[src/rtl/instruction_fetch_pkg.sv]
// Shared constants and types for the instruction fetch stage.
package instruction_fetch_pkg;

    localparam int unsigned PMEM_WORDS_DEFAULT = 64;
    localparam logic [31:0] RESET_PC_DEFAULT   = 32'h0000_0000;
    localparam int unsigned FIFO_DEPTH_DEFAULT = 2;
    localparam logic [31:0] NOP_INSTR          = 32'h0000_0013;

    typedef struct packed {
        logic [31:0] pc;
        logic [31:0] instr;
    } fetch_entry_t;

    function automatic logic [31:0] word_align(input logic [31:0] pc);
        return {pc[31:2], 2'b00};
    endfunction

endpackage

[src/rtl/instruction_fetch_if.sv]
// Program-memory port, redirect input and fetched-instruction stream of the fetch stage.
interface instruction_fetch_if #(
    parameter int unsigned AW = 6
);
    logic          mem_req;
    logic [AW-1:0] mem_addr;
    logic [31:0]   mem_rdata;
    logic          redirect_valid;
    logic [31:0]   redirect_pc;
    logic          out_valid;
    logic          out_ready;
    logic [31:0]   out_instruction;
    logic [31:0]   out_pc;
    logic [31:0]   out_pc_plus4;

    modport master (
        output mem_req, mem_addr, out_valid, out_instruction, out_pc, out_pc_plus4,
        input  mem_rdata, redirect_valid, redirect_pc, out_ready
    );

    modport slave (
        input  mem_req, mem_addr, out_valid, out_instruction, out_pc, out_pc_plus4,
        output mem_rdata, redirect_valid, redirect_pc, out_ready
    );
endinterface

[src/rtl/instruction_fetch_fifo.sv]
// Synchronous fetch buffer with flush; a pop frees its slot for a same-cycle push when full.
module fetch_fifo #(
    parameter int unsigned WIDTH = 64,
    parameter int unsigned DEPTH = 2,
    localparam int unsigned PW   = $clog2(DEPTH),
    localparam int unsigned CW   = PW + 1
) (
    input  logic             clk,
    input  logic             reset,
    input  logic             flush,
    input  logic             push,
    input  logic [WIDTH-1:0] push_data,
    input  logic             pop,
    output logic [CW-1:0]    count,
    output logic             head_valid,
    output logic [WIDTH-1:0] head_data
);

    logic [WIDTH-1:0] mem_q [DEPTH];
    logic [WIDTH-1:0] mem_d [DEPTH];
    logic [PW-1:0]    wr_ptr_q, wr_ptr_d;
    logic [PW-1:0]    rd_ptr_q, rd_ptr_d;
    logic [CW-1:0]    count_q, count_d;
    logic             do_push, do_pop;

    always_comb begin
        do_pop   = pop && (count_q != '0);
        do_push  = push && ((count_q != CW'(DEPTH)) || do_pop);
        mem_d    = mem_q;
        wr_ptr_d = wr_ptr_q;
        rd_ptr_d = rd_ptr_q;
        if (do_push) begin
            mem_d[wr_ptr_q] = push_data;
            wr_ptr_d        = wr_ptr_q + 1'b1;
        end
        if (do_pop) begin
            rd_ptr_d = rd_ptr_q + 1'b1;
        end
        count_d = count_q + CW'(do_push) - CW'(do_pop);
        // Flush drops everything, including a push arriving in the same cycle.
        if (flush) begin
            wr_ptr_d = '0;
            rd_ptr_d = '0;
            count_d  = '0;
        end
    end

    always_ff @(posedge clk) begin
        mem_q <= mem_d;
        if (reset) begin
            wr_ptr_q <= '0;
            rd_ptr_q <= '0;
            count_q  <= '0;
        end else begin
            wr_ptr_q <= wr_ptr_d;
            rd_ptr_q <= rd_ptr_d;
            count_q  <= count_d;
        end
    end

    assign count      = count_q;
    assign head_valid = (count_q != '0);
    assign head_data  = head_valid ? mem_q[rd_ptr_q] : '0;

endmodule

[src/rtl/instruction_fetch.sv]
// Fetch stage: owns the fetch PC, issues 1-cycle-latency memory reads and buffers results.
module instruction_fetch
    import instruction_fetch_pkg::*;
#(
    parameter int unsigned PROGRAM_MEMORY_SIZE_WORDS = PMEM_WORDS_DEFAULT,
    parameter logic [31:0] RESET_PC                  = RESET_PC_DEFAULT,
    parameter int unsigned FIFO_DEPTH                = FIFO_DEPTH_DEFAULT
) (
    input  logic                clk,
    input  logic                reset,
    instruction_fetch_if.master bus
);

    localparam int unsigned AW = $clog2(PROGRAM_MEMORY_SIZE_WORDS);
    localparam int unsigned CW = $clog2(FIFO_DEPTH) + 1;

    logic [31:0]  fetch_pc_q, fetch_pc_d;
    logic [31:0]  tag_pc_q, tag_pc_d;
    logic         inflight_q, inflight_d;
    logic         tag_epoch_q, tag_epoch_d;
    logic         epoch_q, epoch_d;

    logic [CW-1:0] occ;
    logic [CW:0]   credit_used;
    logic          head_valid, pop, issue, push;
    fetch_entry_t  head, push_entry;

    always_comb begin
        pop = head_valid && bus.out_ready;
        // Slots already claimed after this cycle's pop; a new read needs one spare.
        credit_used = {1'b0, occ} + (CW+1)'(inflight_q) - (CW+1)'(pop);
        issue       = !reset && !bus.redirect_valid && (credit_used < (CW+1)'(FIFO_DEPTH));
        push        = inflight_q && (tag_epoch_q == epoch_q) && !bus.redirect_valid;
        push_entry  = '{pc: tag_pc_q, instr: bus.mem_rdata};

        fetch_pc_d = fetch_pc_q;
        if (bus.redirect_valid) begin
            fetch_pc_d = word_align(bus.redirect_pc);
        end else if (issue) begin
            fetch_pc_d = fetch_pc_q + 32'd4;
        end
        inflight_d  = issue;
        tag_pc_d    = issue ? fetch_pc_q : tag_pc_q;
        tag_epoch_d = issue ? epoch_q : tag_epoch_q;
        epoch_d     = epoch_q ^ bus.redirect_valid;
    end

    always_ff @(posedge clk) begin
        if (reset) begin
            fetch_pc_q  <= RESET_PC;
            tag_pc_q    <= '0;
            inflight_q  <= 1'b0;
            tag_epoch_q <= 1'b0;
            epoch_q     <= 1'b0;
        end else begin
            fetch_pc_q  <= fetch_pc_d;
            tag_pc_q    <= tag_pc_d;
            inflight_q  <= inflight_d;
            tag_epoch_q <= tag_epoch_d;
            epoch_q     <= epoch_d;
        end
    end

    fetch_fifo #(
        .WIDTH ($bits(fetch_entry_t)),
        .DEPTH (FIFO_DEPTH)
    ) u_fifo (
        .clk        (clk),
        .reset      (reset),
        .flush      (bus.redirect_valid),
        .push       (push),
        .push_data  (push_entry),
        .pop        (pop),
        .count      (occ),
        .head_valid (head_valid),
        .head_data  (head)
    );

    assign bus.mem_req         = issue;
    assign bus.mem_addr        = fetch_pc_q[AW+1:2];
    assign bus.out_valid       = head_valid;
    assign bus.out_instruction = head.instr;
    assign bus.out_pc          = head.pc;
    assign bus.out_pc_plus4    = head_valid ? head.pc + 32'd4 : '0;

endmodule

[src/flat_wrapper.sv]
// flat-port wrapper written by rule: the top's interface ports become plain ports
module instruction_fetch_flat import instruction_fetch_pkg::*;
#(
    parameter int unsigned PROGRAM_MEMORY_SIZE_WORDS = PMEM_WORDS_DEFAULT,
    parameter logic [31:0] RESET_PC                  = RESET_PC_DEFAULT,
    parameter int unsigned FIFO_DEPTH                = FIFO_DEPTH_DEFAULT
)
  (clk, reset, bus_mem_req, bus_mem_addr, bus_out_valid, bus_out_instruction, bus_out_pc, bus_out_pc_plus4, bus_mem_rdata, bus_redirect_valid, bus_redirect_pc, bus_out_ready);
  instruction_fetch_if #(.AW(6)) bus_i ();
  input  logic clk;
  input  logic reset;
  output wire logic [$bits(bus_i.mem_req)-1:0] bus_mem_req;
  output wire logic [$bits(bus_i.mem_addr)-1:0] bus_mem_addr;
  output wire logic [$bits(bus_i.out_valid)-1:0] bus_out_valid;
  output wire logic [$bits(bus_i.out_instruction)-1:0] bus_out_instruction;
  output wire logic [$bits(bus_i.out_pc)-1:0] bus_out_pc;
  output wire logic [$bits(bus_i.out_pc_plus4)-1:0] bus_out_pc_plus4;
  input wire logic [$bits(bus_i.mem_rdata)-1:0] bus_mem_rdata;
  input wire logic [$bits(bus_i.redirect_valid)-1:0] bus_redirect_valid;
  input wire logic [$bits(bus_i.redirect_pc)-1:0] bus_redirect_pc;
  input wire logic [$bits(bus_i.out_ready)-1:0] bus_out_ready;
  assign bus_mem_req = bus_i.mem_req;
  assign bus_mem_addr = bus_i.mem_addr;
  assign bus_out_valid = bus_i.out_valid;
  assign bus_out_instruction = bus_i.out_instruction;
  assign bus_out_pc = bus_i.out_pc;
  assign bus_out_pc_plus4 = bus_i.out_pc_plus4;
  assign bus_i.mem_rdata = bus_mem_rdata;
  assign bus_i.redirect_valid = bus_redirect_valid;
  assign bus_i.redirect_pc = bus_redirect_pc;
  assign bus_i.out_ready = bus_out_ready;
  instruction_fetch #(.PROGRAM_MEMORY_SIZE_WORDS(PROGRAM_MEMORY_SIZE_WORDS), .RESET_PC(RESET_PC), .FIFO_DEPTH(FIFO_DEPTH)) u_core (.clk(clk), .reset(reset), .bus(bus_i));
endmodule
[config.mk]
export PLATFORM = sky130hd
export DESIGN_NAME = instruction_fetch_flat
export DESIGN_NICKNAME = d
export VERILOG_FILES = /design/src/rtl/instruction_fetch_pkg.sv /design/src/rtl/instruction_fetch_if.sv /design/src/rtl/instruction_fetch_fifo.sv /design/src/rtl/instruction_fetch.sv /design/src/flat_wrapper.sv
export SDC_FILE = /design/constraint.sdc
export NUM_CORES = 1
export LEC_CHECK = 0
export CORE_MARGIN = 3
export CORE_UTILIZATION = 30
export CTS_CLUSTER_SIZE = 8
export DETAILED_ROUTE_END_ITERATION = 10
export GPL_ROUTABILITY_DRIVEN = 0
export PLACE_DENSITY = 0.59
export SLEW_MARGIN = 20
export SYNTH_ARGS = -nofsm -noshare
export SYNTH_HDL_FRONTEND = slang
export SYNTH_SLANG_ARGS = --single-unit
[constraint.sdc]
create_clock -name clk -period 6.9 [get_ports clk]
set_clock_uncertainty 0.05 [all_clocks]
set_input_delay 1.38 -clock clk [delete_from_list [all_inputs] [get_ports clk]]
set_output_delay 1.38 -clock clk [all_outputs]
set_load 0.05 [all_outputs]
After elaboration in Yosys (flattened, before gate mapping)
Cells that the tools add are included.
{ "word_totals": {"ff_bits": 199, "latch_bits": 0, "ramBits": 0, "rom_bits": 0, "in_bits": 68, "output_inout_bits": 104, "wordCells": 52, "n_memories": 0} }
{ "classes": {"addsub": 8, "multipliers": 0, "div_mod_pow": 0, "n_lt_le_gt_ge": 4, "n_eq_ne": 2, "shifts": 0, "muxes": 10, "n_bitwise": 3, "reduce_logical": 14} }
{ "ops": {"columns": ["cell", "count"], "rows": [
  ["$mux W64", 5],
  ["$bwmux W128", 1],
  ["$mux W32", 3],
  ["$add A32 B3 Y32 const B", 2],
  ["$demux W64 S1", 1],
  ["$logic_and A1 B1 Y1", 8],
  ["$ge A2 B2 Y1 const B", 2],
  ["$not A1 Y2", 2],
  ["$reduce_bool A2 Y1", 2],
  ["$add A2 B1 Y3", 1],
  ["$lt A3 B2 Y1 const B", 1],
  ["$sub A3 B1 Y3", 1],
  ["$add A1 B1 Y1 const B", 2],
  ["$add A2 B1 Y2", 1],
  ["$logic_not A1 Y1", 2],
  ["$lt A2 B1 Y1 const B", 1],
  ["$ne A2 B2 Y1 const B", 1],
  ["$reduce_or A2 Y1", 1],
  ["$sub A2 B1 Y2", 1],
  ["$eq A1 B1 Y1", 1],
  ["$logic_or A1 B1 Y1", 1],
  ["$xor A1 B1 Y1", 1]
]} }

Logic depth before layout (Yosys ltp)
{ "depth": {"word_depth": 7, "mapped_depth": 15, "ltp_nobuf": 13} }

By module
From an unflattened synthesis, not the netlist that was laid out.
{ "hier_totals": {"cells_unflattened": 782, "hier_area_um2": 8722.1} }
{ "modules_own_cells": {"columns": ["module", "instances", "cells_per_inst", "area_per_inst_um2", "seq_area_each_um2"], "rows": [
  ["fetch_fifo", 1, 296, 5052.3, 3923.8],
  ["instruction_fetch", 1, 486, 3669.8, 1261.2]
]} }

Worst setup path before layout
Ideal clock, no wire load.
{ "synth_timing": {"path_kind": "register to output", "from": "register u_core.u_fifo.count_q[1] (netlist: u_core.u_fifo.count[1])", "to": "output bus_out_pc_plus4[22]", "arrival_time_ps": 3731, "t_required_ps": 5470, "slack_ps": 1739, "stages_incl_launch_ff": 11, "path_buffers": 3, "cell_sequence": "dfxtp_1 nor2_2 buf_2 buf_1 buf_1 nor2_1 ha_1 nand2_1 nor4_2 nand3_1 xnor2_1"} }
{ "synth_between": {"elab_chain_cells": 4} }
{ "synth_rtl": {"columns": ["item", "line_no", "text"], "rows": [
  ["start: declaration", "instruction_fetch_fifo.sv:23", "logic [CW-1:0] count_q, count_d;"],
  ["start signal: assignment", "instruction_fetch_fifo.sv:57", "count_q <= count_d;"],
  ["$reduce_bool A2 Y1", "instruction_fetch_fifo.sv:62", "assign head_valid = (count_q != '0);"],
  ["$mux W64", "instruction_fetch_fifo.sv:63", "assign head_data = head_valid ? mem_q[rd_ptr_q] : '0;"],
  ["net bus_out_pc[2]", "flat_wrapper.sv:16", "output wire logic [$bits(bus_i.out_pc)-1:0] bus_out_pc;"],
  ["$add A32 B3 Y32", "instruction_fetch.sv:84", "assign bus.out_pc_plus4 = head_valid ? head.pc + 32'd4 : '0;"],
  ["$mux W32", "instruction_fetch.sv:84", null],
  ["end: declaration", "flat_wrapper.sv:17", "output wire logic [$bits(bus_i.out_pc_plus4)-1:0] bus_out_pc_plus4;"]
]} }
The timed path passes the listed nets, and every way through them passes these cells.

Worst setup path after layout
{ "layout_timing": {"from": "register u_core.u_fifo.rd_ptr_q", "to": "output bus_out_pc_plus4[26]"} }
{ "layout_between": {"elab_chain_cells": 7} }
{ "layout_rtl": {"columns": ["item", "line_no", "text"], "rows": [
  ["start: declaration", "instruction_fetch_fifo.sv:22", "logic [PW-1:0] rd_ptr_q, rd_ptr_d;"],
  ["start signal: assignment", "instruction_fetch_fifo.sv:56", "rd_ptr_q <= rd_ptr_d;"],
  ["$not A1 Y2 (implied by the code)", "instruction_fetch_fifo.sv:63", null],
  ["$mux W64 (implied by the code) (3 in series)", "instruction_fetch_fifo.sv:63", null],
  ["$mux W64", "instruction_fetch_fifo.sv:63", null],
  ["$add A32 B3 Y32", "instruction_fetch.sv:84", null],
  ["$mux W32", "instruction_fetch.sv:84", null]
]} }
No other way between the ends. The select of a mux whose other input is x is not followed.

==> impl_metrics.yaml <==
timing:
  slew_headroom: 0.4820
  worst_pin_slew_ps: 777.0
  slew_viol_final: 0
  max_freq_ghz: 0.1874
  tns_ps: 0
  finalCritPeriodShare: 0.7734
  hold_viol_final: 0
  setup_viol_count_final: 0
  rsz0062_at_grt: "false"
  final.min_clock_period_ps: 5336
logic_synthesis:
  yosysTopAreaCellShare: 0.4354
  synth_edf_count: 124
  yosysMostFrequentCell: "edfxtp_1"
  synth.top_cells.by_count: "124 x edfxtp_1, 110 x nand2_1, 96 x nor2_1, 67 x dfxtp_1, 60 x mux2i_1"
  synth_seq_area_share: 0.5922
  synth_seq_cells: 191
  postSynthCellCount: 774
  syn_area_per_cell_um2: 11.05
  ys_top_cells_by_area: "edfxtp_1 44%, dfxtp_1 16%, mux2i_1 7.0%"
  syn-cell-area_um2: 8552
  ys_warn_count: 0
  synth-async-reset-ratio: 0
  synthFlopType: "edfxtp_1"
  synth_cell_types: 61
  yosysTopAreaCell: "edfxtp_1"
grt:
  grt_use_total: 0.1348
  antenna_found_initial: 0
  grt_max_degree: 68
  grt_pass1_vias: 5892
  grt_pass1_wl_um: 32990
  grt_overflow: 0
detailed_routing:
  drtAntennaViolNets: 0
  drc: 0
  wl_per_cell_um: 15.99
  wirelength_um: 20880
  via_count: 6181
  via_per_inst: 4.733
  drt_first_pass_iters: 5
  drt_iter0_drc: 424
place:
  portBuffers: 165
  placed_cells: 1274
  dp_hpwl_um: 14630
power:
  p_leak_nw: 3.628
  finalPower_w: 0.002472
  power_density_nw_per_um2: 223.4
  vdd_drop_max_uv: 157.3
run_status:
  status: "finished, final reports clean"
critical_path:
  cp.depth: 8
  cpLargestDelayFamily: "buffers and inverters"
  worstSetupPathType: "flop to primary output"
  crit_top_cell: "nand3_1"
  critPathBufInv: 2
  r2r_cells: 13
  crit_path_start_kind: "flop"
  critPathCaptureType: "primary output"
  cp_max_fo: 51
  crit_path_top_delay_cell: "dfxtp_4"
  worstPathArrival_ps: 3910
  worstPathRequired_ps: 5470
  cp_cell_sequence: "buf_4 > nand3_1 > o21ai_0 > nand4b_2 > nor4_4 > nand3_1 > xnor2_1 > clkdlybuf4s50_1"
  slowest_delay_ps: 860
layout:
  syn2layout_area_growth_pct: 29.39
  multi_input_area_um2: 3199
  fin_cells: 1306
  n_antenna_cell: 0
  nNetsFinal: 989
  seq_area_um2: 5069
  drive_above_1_share: 0.06466
  nFillCells: 2759
floorplanning:
  die_x_um: 174.8
  num_rows: 61
  core_area_um2: 27930
  start_util: 0.3061
  dieArea_um2: 30570
  ioPinCount: 172
  die_h_um: 174.8
cts:
  postCtsSetupBuffers: 0
  h-tree-depth: 4
  cts_resized: 0
  cts_hold_buffers: 0
  cts_buffers: 17
  clock_latency_ps: 420
  cts_tree: "built"
  clkTransAtPathRegs_ps: 70
  cts-root-buf: "clkbuf_16"
  ctsLongestPathBuffers: 2
  clock_sinks: 191
run:
  drv_cap: 0
min_path:
  holdPathStages: 0
  hp-class: "flop to flop"
## layout make-up
| type | count | area share |
|---|---|---|
| Clock buffer | 20 | 0.04037 |
| Timing Repair Buffer | 173 | 0.1551 |
| Multi-Input combinational cell | 522 | 0.2891 |
| Sequential cell | 191 | 0.4581 |
| Clock inverter | 12 | 0.01119 |
| Tap cell | 378 | 0.04274 |
| Inverter | 10 | 0.003392 |
## flip-flops by register name, summed over array words and instances, names as in the netlist
register                count
u_core.tag_epoch_q          1
u_core.u_fifo.wr_ptr_q      1
u_core.u_fifo.mem_q       124
u_core.u_fifo.rd_ptr_q      1
u_core.tag_pc_q            30
u_core.inflight_q           1
u_core.fetch_pc_q          30
u_core.u_fifo.count         2
u_core.epoch_q              1
## worst reg2reg max path, cell delays in order (launching register included)
cell and delay [ps]:
dfxtp_1 400, nor2_4 590, inv_1 360, and2_1 260, ha_1 250, nand2b_1 150, fa_1 380, xnor2_1 150
nand3_2 120, buf_4 570, nand2_1 460, nor2_1 360, o21ai_0 150, o311ai_1 100
## per-layer routing
metal	wire length (um)	GRT usage	vias to the layer above	share of wire
met1	10430	0.1964	2923	0.50
met5	0	0	-	0
li1	-	-	3052	-
met2	8970	0.2012	190	0.43
met3	1232	0.03281	16	0.059
met4	248	0.03524	0	0.012
## cell usage in the layout, fill, tap and decap left out, types with 4 or more instances in the layout
cell	netlist	routed
inv_1	10	10
o311ai_1	4	4
nor2_1	96	94
a21oi_1	50	50
clkdlybuf4s50_1	0	163
ha_1	5	5
dfxtp_1	67	66
xor2_1	11	11
nor4_1	5	5
mux2i_1	60	60
nand4_1	10	10
and3_1	6	6
edfxtp_1	124	124
nand3_1	30	29
conb_1	1	4
nor3_1	10	10
clkbuf_16	0	17
a31oi_1	8	8
nand2_1	110	110
inv_6	0	7
and2_1	9	9
a221oi_1	9	9
nand3b_1	5	5
o21ai_0	21	21
a32oi_1	4	4
xnor2_1	23	23
buf_4	14	8
## through the flow
step	cell area (um2)	util	setup slack, ps	hold WS, ps
after floorplan	8563	-	1739	375.4
after global placement	10500	0.3757	1885	385.2
after detailed placement	10500	0.3757	1886	390.4
after CTS	11070	0.3961	1413	407.7
after global routing	11070	0.3961	1218	422.8
final	11070	0.3961	1564	404.8
## path summary, 6_finish.rpt
check                                 startpoint                                 end  slack, ps
max reg2reg    u_core.u_fifo.count[1]$_SDFF_PN0_  u_core.fetch_pc_q[30]$_SDFFE_PP0P_       2470
min reg2reg     u_core.tag_pc_q[27]$_SDFFE_PP0P_   u_core.u_fifo.mem_q[59]$_DFFE_PP_        400
min             u_core.tag_pc_q[27]$_SDFFE_PP0P_   u_core.u_fifo.mem_q[59]$_DFFE_PP_        400
max          u_core.u_fifo.rd_ptr_q$_SDFFE_PN0N_                bus_out_pc_plus4[26]       1560
## kinds of logic after synthesis
kind of cell	after synthesis	synth area share
compound gates	113	0.08457
fa+ha+maj	6	0.009656
simple gates	303	0.1675
buf+inv	64	0.03789
mux	62	0.07286
flops	191	0.5922
other cells	1	0.0004385
xor+xnor	34	0.03482
## report_power, final
part           internal (W)  total (W)  switching (W)  leakage (nW)
clock              0.000517   0.000952       0.000435         0.273
combinational     0.0000938   0.000246       0.000152          1.67
sequential          0.00125    0.00127      0.0000286          1.69
Note: power is estimated with default switching activity, not from simulation.
